[src/rtl/window_gen_if.sv]
`default_nettype none
// ============================================================================
//  Module      : window_gen_if
//  Description : Pixel-in / window-out bundle for window_gen. The master
//                modport is the window producer (window_gen itself); the
//                slave modport is the environment that supplies pixels and
//                consumes windows (pixel source plus MAC).
//  Revision    : 1.0 - initial release
// ============================================================================
interface window_gen_if #(
    parameter int BITS = 8
);
    logic [BITS-1:0] pix_in;
    logic            pix_valid;
    logic [BITS-1:0] w0;
    logic [BITS-1:0] w1;
    logic [BITS-1:0] w2;
    logic [BITS-1:0] w3;
    logic [BITS-1:0] w4;
    logic [BITS-1:0] w5;
    logic [BITS-1:0] w6;
    logic [BITS-1:0] w7;
    logic [BITS-1:0] w8;
    logic            win_valid;
    logic            frame_done;
    logic            busy;

    modport master (
        input  pix_in, pix_valid,
        output w0, w1, w2, w3, w4, w5, w6, w7, w8,
        output win_valid, frame_done, busy
    );

    modport slave (
        output pix_in, pix_valid,
        input  w0, w1, w2, w3, w4, w5, w6, w7, w8,
        input  win_valid, frame_done, busy
    );
endinterface
`default_nettype wire

[src/rtl/window_gen.sv]
`default_nettype none
// ============================================================================
//  Module      : window_gen
//  Description : 3x3 sliding-window generator for a raster pixel stream.
//                Two line buffers hold the previous two rows; a 3x3 register
//                window shifts one column per accepted pixel and a one-cycle
//                strobe marks each complete in-row neighbourhood.
//                Optional macro WINGEN_STRIDE2_EN: emit windows at stride 2
//                only (counters, buffers and frame_done are unaffected).
//  Revision    : 1.0 - initial release
// ============================================================================
module window_gen #(
    parameter int BITS  = 8,
    parameter int IMG_W = 8,
    parameter int IMG_H = 8
) (
    input  logic         clk,
    input  logic         reset,
    window_gen_if.master bus
);

    localparam int COL_W = (IMG_W > 1) ? $clog2(IMG_W) : 1;
    localparam int ROW_W = (IMG_H > 1) ? $clog2(IMG_H) : 1;
    localparam logic [COL_W-1:0] COL_LAST = COL_W'(IMG_W - 1);
    localparam logic [ROW_W-1:0] ROW_LAST = ROW_W'(IMG_H - 1);

    typedef enum logic [1:0] {
        IDLE   = 2'd0,
        FILL   = 2'd1,
        STREAM = 2'd2
    } state_t;

    state_t           state;
    state_t           state_next;
    logic [COL_W-1:0] col;
    logic [ROW_W-1:0] row;

    logic [BITS-1:0]  line0 [IMG_W];
    logic [BITS-1:0]  line1 [IMG_W];
    logic [BITS-1:0]  win   [9];

    logic             win_valid_reg;
    logic             frame_done_reg;
    logic             busy_reg;

    logic             accept;
    logic             col_last;
    logic             row_last;
    logic             frame_last;
    logic             emit;

    assign accept     = bus.pix_valid;
    assign col_last   = (col == COL_LAST);
    assign row_last   = (row == ROW_LAST);
    assign frame_last = accept & col_last & row_last;

    // Windows with c<2 would straddle two rows, so only c>=2 (and r>=2) emit.
`ifdef WINGEN_STRIDE2_EN
    assign emit = accept && (row >= ROW_W'(2)) && (col >= COL_W'(2))
                  && !row[0] && !col[0];
`else
    assign emit = accept && (row >= ROW_W'(2)) && (col >= COL_W'(2));
`endif

    // State register.
    always_ff @(posedge clk or posedge reset) begin
        if (reset) begin
            state <= IDLE;
        end else begin
            state <= state_next;
        end
    end

    // Next-state logic: IDLE -> FILL on first pixel, FILL -> STREAM after row 1,
    // STREAM -> IDLE on the last pixel of the frame.
    always_comb begin
        state_next = state;
        case (state)
            IDLE: begin
                if (accept) begin
                    state_next = FILL;
                end
            end
            FILL: begin
                if (accept && col_last && (row == ROW_W'(1))) begin
                    state_next = STREAM;
                end
            end
            STREAM: begin
                if (frame_last) begin
                    state_next = IDLE;
                end
            end
            default: begin
                state_next = IDLE;
            end
        endcase
    end

    // Raster position counters; both wrap together at the end of the frame.
    always_ff @(posedge clk or posedge reset) begin
        if (reset) begin
            col <= '0;
            row <= '0;
        end else if (accept) begin
            if (col_last) begin
                col <= '0;
                row <= row_last ? '0 : row + ROW_W'(1);
            end else begin
                col <= col + COL_W'(1);
            end
        end
    end

    // Line buffers: line0 holds row r-2, line1 holds row r-1. Never cleared;
    // row gating keeps stale contents out of every emitted window.
    always_ff @(posedge clk) begin
        if (accept) begin
            line0[col] <= line1[col];
            line1[col] <= bus.pix_in;
        end
    end

    // 3x3 window shifts left; new right column is {row r-2, row r-1, row r}.
    always_ff @(posedge clk or posedge reset) begin
        if (reset) begin
            for (int k = 0; k < 9; k++) begin
                win[k] <= '0;
            end
        end else if (accept) begin
            win[0] <= win[1];
            win[1] <= win[2];
            win[2] <= line0[col];
            win[3] <= win[4];
            win[4] <= win[5];
            win[5] <= line1[col];
            win[6] <= win[7];
            win[7] <= win[8];
            win[8] <= bus.pix_in;
        end
    end

    // Registered status strobes aligned with the window they describe.
    always_ff @(posedge clk or posedge reset) begin
        if (reset) begin
            win_valid_reg  <= 1'b0;
            frame_done_reg <= 1'b0;
            busy_reg       <= 1'b0;
        end else begin
            win_valid_reg  <= emit;
            frame_done_reg <= frame_last;
            busy_reg       <= (state_next != IDLE);
        end
    end

    assign bus.w0         = win[0];
    assign bus.w1         = win[1];
    assign bus.w2         = win[2];
    assign bus.w3         = win[3];
    assign bus.w4         = win[4];
    assign bus.w5         = win[5];
    assign bus.w6         = win[6];
    assign bus.w7         = win[7];
    assign bus.w8         = win[8];
    assign bus.win_valid  = win_valid_reg;
    assign bus.frame_done = frame_done_reg;
    assign bus.busy       = busy_reg;

endmodule
`default_nettype wire

[src/flat_wrapper.sv]
// flat-port wrapper written by rule: the top's interface ports become plain ports
module window_gen_flat 
#(
    parameter int BITS  = 8,
    parameter int IMG_W = 8,
    parameter int IMG_H = 8
)
  (clk, reset, bus_pix_in, bus_pix_valid, bus_w0, bus_w1, bus_w2, bus_w3, bus_w4, bus_w5, bus_w6, bus_w7, bus_w8, bus_win_valid, bus_frame_done, bus_busy);
  window_gen_if #(.BITS(BITS)) bus_i ();
  input  logic clk;
  input  logic reset;
  input wire logic [$bits(bus_i.pix_in)-1:0] bus_pix_in;
  input wire logic [$bits(bus_i.pix_valid)-1:0] bus_pix_valid;
  output wire logic [$bits(bus_i.w0)-1:0] bus_w0;
  output wire logic [$bits(bus_i.w1)-1:0] bus_w1;
  output wire logic [$bits(bus_i.w2)-1:0] bus_w2;
  output wire logic [$bits(bus_i.w3)-1:0] bus_w3;
  output wire logic [$bits(bus_i.w4)-1:0] bus_w4;
  output wire logic [$bits(bus_i.w5)-1:0] bus_w5;
  output wire logic [$bits(bus_i.w6)-1:0] bus_w6;
  output wire logic [$bits(bus_i.w7)-1:0] bus_w7;
  output wire logic [$bits(bus_i.w8)-1:0] bus_w8;
  output wire logic [$bits(bus_i.win_valid)-1:0] bus_win_valid;
  output wire logic [$bits(bus_i.frame_done)-1:0] bus_frame_done;
  output wire logic [$bits(bus_i.busy)-1:0] bus_busy;
  assign bus_i.pix_in = bus_pix_in;
  assign bus_i.pix_valid = bus_pix_valid;
  assign bus_w0 = bus_i.w0;
  assign bus_w1 = bus_i.w1;
  assign bus_w2 = bus_i.w2;
  assign bus_w3 = bus_i.w3;
  assign bus_w4 = bus_i.w4;
  assign bus_w5 = bus_i.w5;
  assign bus_w6 = bus_i.w6;
  assign bus_w7 = bus_i.w7;
  assign bus_w8 = bus_i.w8;
  assign bus_win_valid = bus_i.win_valid;
  assign bus_frame_done = bus_i.frame_done;
  assign bus_busy = bus_i.busy;
  window_gen #(.BITS(BITS), .IMG_W(IMG_W), .IMG_H(IMG_H)) u_core (.clk(clk), .reset(reset), .bus(bus_i));
endmodule
[config.mk]
export PLATFORM = sky130hd
export DESIGN_NAME = window_gen_flat
export DESIGN_NICKNAME = d
export VERILOG_FILES = /design/src/rtl/window_gen_if.sv /design/src/rtl/window_gen.sv /design/src/flat_wrapper.sv
export SDC_FILE = /design/constraint.sdc
export NUM_CORES = 1
export LEC_CHECK = 0
export ABC_AREA = 1
export BUFFER_PORTS_ARGS = -buffer_cell sky130_fd_sc_hd__buf_2
export CORE_MARGIN = 4
export CORE_UTILIZATION = 50
export DETAILED_ROUTE_END_ITERATION = 6
export MAX_ROUTING_LAYER = met4
export PLACE_DENSITY_LB_ADDON = 0.08
export SYNTH_ARGS = -nofsm -noshare
export SYNTH_HDL_FRONTEND = slang
export SYNTH_SLANG_ARGS = --single-unit
[constraint.sdc]
create_clock -name clk -period 3.7 [get_ports clk]
set_input_delay 0.555 -clock clk [delete_from_list [all_inputs] [get_ports clk]]
set_output_delay 0.555 -clock clk [all_outputs]
set_load 0.01 [all_outputs]
**After elaboration in Yosys (flattened, before gate mapping)**

Memory sizes are Yosys's and may differ from the RTL's. A register that Yosys moved wholly into a read port is not among the register bits.
Index checks and enable logic that the tools add are counted.

- Add/subtract/negate cells: 2
- Multiplexer cells: 8
- Magnitude comparators: 2
- Equality and inequality tests: 5
- Bitwise operators: 2
- Reduce and logical (&&, ||, !) cells: 7

Operator list:

| cell | number |
|---|---|
| adder 3 x 1 -> 3 bit (second input constant) | 2 |
| equality test 3 bit (second input constant) | 2 |
| greater-or-equal comparator 3 x 2 -> 1 bit (second input constant) | 2 |
| 2-to-1 mux 2 bit | 3 |
| 2-to-1 mux 3 bit | 2 |
| case mux 2 bit (3 select lines) | 1 |
| logical AND 1 bit | 4 |
| equality test 3 x 1 -> 1 bit (second input constant) | 1 |
| bitwise AND 1 bit | 2 |
| equality test 2 x 1 -> 1 bit (second input constant) | 1 |
| equality test 2 bit (second input constant) | 1 |
| zero test 2 bit | 1 |
| 2-to-1 mux 1 bit | 2 |
| AND reduction 2 bit | 1 |
| nonzero test 2 bit | 1 |

- Bits in writable memories: 128
- Memories: 2
- Output and inout bits: 75
- Bits in registers: 75

Memory list:

| memory | depth | bits a word | rd ports | clocked after Yosys merged registers in | write ports | RTL line | text |
|---|---|---|---|---|---|---|---|
| u_core.line0 | 8 | 8 | 1 | 1 | 1 | window_gen.sv:38 | `logic [BITS-1:0] line0 [IMG_W];` |
| u_core.line1 | 8 | 8 | 1 | 0 | 1 | window_gen.sv:39 | `logic [BITS-1:0] line1 [IMG_W];` |

**Longest topological paths before layout**

- Depth in word-level cells: 6
- Gate-level depth with buffers: 8
- Mapped depth without buffers: 8

**Least setup slack after synthesis**

No wires, ideal clock.

- Kind: input-to-reg
- From: input bus_pix_valid
- To: memory u_core.line0[2][0] (enable)
- Data required time: 3.311 ns
- Data arrival time: 1.824 ns
- Buffers on the path: 2
- Stages on the path: 4
- Path slack: 1.488 ns
- Cells stage by stage: buf_4 -> clkbuf_1 -> nand2_1 -> nor2_1

- Cells in the longest elaborated chain, start to end: 2

Ends and longest elaborated chain:

| element | RTL line | text |
|---|---|---|
| start: declaration | flat_wrapper.sv:13 | `input wire logic [$bits(bus_i.pix_valid)-1:0] bus_pix_valid;` |
| 2-to-1 mux 1 bit | window_gen.sv:118 | `if (accept) begin` |
| 2-to-1 mux 1 bit (implied by the code) | window_gen.sv:119 | `line0[col] <= line1[col];` |
| end: declaration | window_gen.sv:38 |  |

Every way passes these cells.

**Final worst setup path**

- From: register u_core.col[0]
- To: memory u_core.line0[3][3], data pin

- Cells in the longest elaborated chain, start to end: 1

Ends and longest elaborated chain:

| element | RTL line | text |
|---|---|---|
| start: declaration | window_gen.sv:35 | `logic [COL_W-1:0] col;` |
| start signal: assignment | window_gen.sv:110 | `col <= col + COL_W'(1);` |
| memory read (8 x 8 bit) | - |  |

Every way passes these cells.

==> reports/metrics.sh <==
RSZ0062_AT_GRT='no'
FINALWORSTSETUPSLACK_NS=1.54
CLK-INSERTION-DELAY-LATE_NS=0.50
SYN_NETS=821
CRITPATHARRIVALTIME_NS=2.37
POSTCTSRESIZEDCELLS=0
WORST_SETUP_PATH_STARTPOINT='u_core.col[0]'
WORST_IR_DROP_VDD_mV=0.465
FINAL_CORE_UTIL_PCT=59.6
TOTAL_NUMBER_OF_VIAS=5734
POST_CTS.REPAIR.SETUP_BUFFERS=0
FLOORPLAN.CORE_AREA_MM2=0.0166
GRT_REMAINING_OVERFLOW=0
PLACE_INST=1095
CRITICAL-PATH-MAX-STAGE-DELAY_NS=0.55
GRT_UTIL_ALL_LAYERS_PCT=20.7
ROUTEDWLPERCELL_UM=17.0
DRT_WL_TOTAL_UM=19300
TOTAL_POWER_mW=7.51
POWER.STATIC_LEAKAGE_nW=4.60
CLOCK_TREE.BUFFER_DEPTH=3
DRIVE_ABOVE_1_SHARE_PCT=17.9
CELL_AT_THE_SLOWEST_STAGE_OF_THE_CRITICAL_PATH='sky130_fd_sc_hd__dfrtp_2'
TIMING.CRITICAL_PATH.REQUIRED_NS=3.91
MAX_CLOCK_FREQ_MHz=464
SYNTHESIS.INSTANCES=803
GRT_FIRST_PASS_WIRELENGTH_UM=31100
WORST_CLOCK_SKEW_NS=0.0111
DIE_HEIGHT_UM=139
MULTI_INPUT_COMB_AREA_MM2=0.00197
TIMING.CRITICAL_PATH.TO_TYPE='flip-flop'
GRT_ANTENNA_BEFORE_REPAIR=0
FIRST_ITER_VIOLATIONS=373
TOTAL_COUNT_OF_MAX_TRANSITION_VIOLATIONS_IN_THE_FINAL_REPORT=0
TIMING.CRITICAL_PATH.FANOUT_MAX=52
POST_SYNTHESIS_SEQUENTIAL_ELEMENT_COUNT=211
SYN2LAYOUT_AREA_GROWTH_PCT=16.3
IO_BUFFER_COUNT=85
HOLD_PATH.CLASS='in -> async'
FINALWEIGHTEDCONGESTION=0.784
WORSTMARGINPINSLEW_NS=1.02
CP-START-KIND='flip-flop'
DESIGN.PORTCOUNT=86
ROW_COUNT=47
WORST_HOLD_SLACK_NS=0.277
CTS_ROOT_BUF='sky130_fd_sc_hd__clkbuf_16'
DRT-VIAS-PER-INSTANCE=5.06
MIN_PERIOD_OVER_PERIOD_PCT=58.3
HOLDBUFCOUNTCTS=0
DPL_WORST_SLACK_NS=1.50
CLKSLEWWORSTSETUPHOLDPATHS_NS=0.06
CLKSINKCOUNT=211
SETUP_VIOL_COUNT_FINAL=0
ANTENNA_CELLS_INSERTED=0
WS_PATH_TYPE='reg -> reg'
CTS_TREE='done'
FINAL-SEQ-AREA_MM2=0.00592
NUMBER_OF_GLOBAL_ROUTE_VIAS_BEFORE_REPAIR=5704
TIMING.CRITICAL_PATH.MODE_CELL='sky130_fd_sc_hd__nand2_1'
TRITONCTS.NUM_BUFFERS=22
TIMING.CRITICAL_PATH.CELLS='inv_2 > buf_4 > nand2_1 > nand3_1 > nand2_1 > or2_2'
SYN-CELL-AREA_MM2=0.00853
TIMING.SLEW.HEADROOM_PCT=32.0
CTS_MAX_LEVEL=1
DPL-INSTANCE-AREA_MM2=0.00923
POST-ROUTE-MIN-PERIOD_NS=2.16
DETAILEDROUTE.FIRSTPASSITERATIONCOUNT=5
RUN_STATUS='finished clean'
YS_WARN_COUNT=0
PLACE.DETAILED.HPWL_UM=12500
TOP_REGS='u_core.line0 x64, u_core.line1 x64'
POWER_DENSITY_mW_PER_MM2=757
FLOORPLAN.INITIALDENSITY_PCT=51.3
ANT_NETS=0
FIN_SETUP_TNS_NS=0
REMAINING_DRC_ERRORS=0
AVGSYNTHCELLAREA_UM2=10.6
DIE_WIDTH_UM=139
FIN_HOLD_VIOLS=0
YS_TYPES=22
DIE_AREA_MM2=0.0192
WORST_CASE_REGISTER_TO_REGISTER_SETUP_SLACK_NS=1.54
GRT_MAX_DEGREE=62
REGTOREGSTARTPOINT='u_core.col[0]'
MAXCAPVIOLATIONS=0
FILL_CELLS=1405
FINALNONFILLERCELLS=1134
FINAL_NETS=917
SEQUENTIAL_SHARE_OF_THE_SYNTHESIZED_AREA_PCT=69.4
POST-ROUTE-CELL-AREA_MM2=0.00992
-- final timing paths --
path                                 endpoint  cells past startpoint
min in group clk           u_core.line1[4][6]                      1
min reg2reg                  u_core.bus.w3[1]                      2
min                          u_core.bus.w3[0]                      2
max in group asynchronous    u_core.bus.w4[6]                      3
max                        u_core.line0[3][3]                      6
max reg2reg                u_core.line0[3][3]                      6
-- per-layer routing --
layer | global-route usage (%) | wire, um | up-vias
li1 | - | - | 2779
met1 | 29.5 | 8980 | 2739
met4 | 5.66 | 496 | 0
met5 | - | 0 | -
met3 | 4.21 | 1330 | 36
met2 | 30.9 | 8460 | 180
-- synthesized netlist by cell type, drive strengths merged --
library cell | number | area [um2]
nand4 | 1 | 6.26
dfrtp | 83 | 2080
inv | 124 | 465
nand3 | 86 | 430
nand2 | 205 | 769
edfxtp | 128 | 3840
o22ai | 1 | 6.26
nor3 | 2 | 10.0
or2 | 18 | 113
o21bai | 8 | 60.1
clkbuf | 12 | 45.0
a21boi | 1 | 7.51
ha | 7 | 87.6
o211ai | 3 | 22.5
buf | 23 | 128
o21ai | 56 | 280
nor2 | 41 | 159
a21oi | 4 | 20.0
-- worst max-delay path: cells and delay by family (launching register included) --
kind / cells / cell delay (ns)
buffers and inverters: 2 / 0.59
flip-flops: 1 / 0.55
AND/OR/NAND/NOR: 4 / 0.72
-- final cells by class --
cell class	count	share of cell area, %
Clock buffer	31	6.62
Clock inverter	8	0.378
Inverter	124	4.70
Multi-Input combinational cell	433	19.9
Sequential cell	211	59.7
Tap cell	220	2.77
Timing Repair Buffer	107	5.95
-- cell families (layout without fill, tap and decap cells) --
logic type               count (synthesis)  in the layout  share of synthesized area, %
adder cells (fa/ha/maj)                  7              7                          1.03
AO/OA/AOI/OAI                           73             73                          4.65
flip-flops                             211            211                          69.4
AND/OR/NAND/NOR                        353            353                          17.4
buffers and inverters                  159            270                          7.48
-- cell usage in the layout, fill, tap and decap left out, types with 4 or more instances in the layout --
cell                        instances
sky130_fd_sc_hd__a21oi_1            4
sky130_fd_sc_hd__clkbuf_1           4
sky130_fd_sc_hd__nor2_1            39
sky130_fd_sc_hd__buf_2             85
sky130_fd_sc_hd__ha_1               7
sky130_fd_sc_hd__or2_2             18
sky130_fd_sc_hd__nand2_1          205
sky130_fd_sc_hd__nand3_1           86
sky130_fd_sc_hd__o21bai_1           8
sky130_fd_sc_hd__inv_1            121
sky130_fd_sc_hd__clkbuf_16         24
sky130_fd_sc_hd__dfrtp_1           82
sky130_fd_sc_hd__clkinv_2           7
sky130_fd_sc_hd__edfxtp_1         128
sky130_fd_sc_hd__o21ai_0           56
sky130_fd_sc_hd__buf_4             22
-- power breakdown --
part | switching (mW) | leakage [nW] | internal, mW | total (mW)
Combinational | 1.35 | 2.06 | 0.636 | 1.99
Clock | 0.843 | 0.349 | 1.23 | 2.08
Sequential | 0.262 | 2.19 | 3.18 | 3.44
No activity file was read; power rests on OpenSTA's default activity.
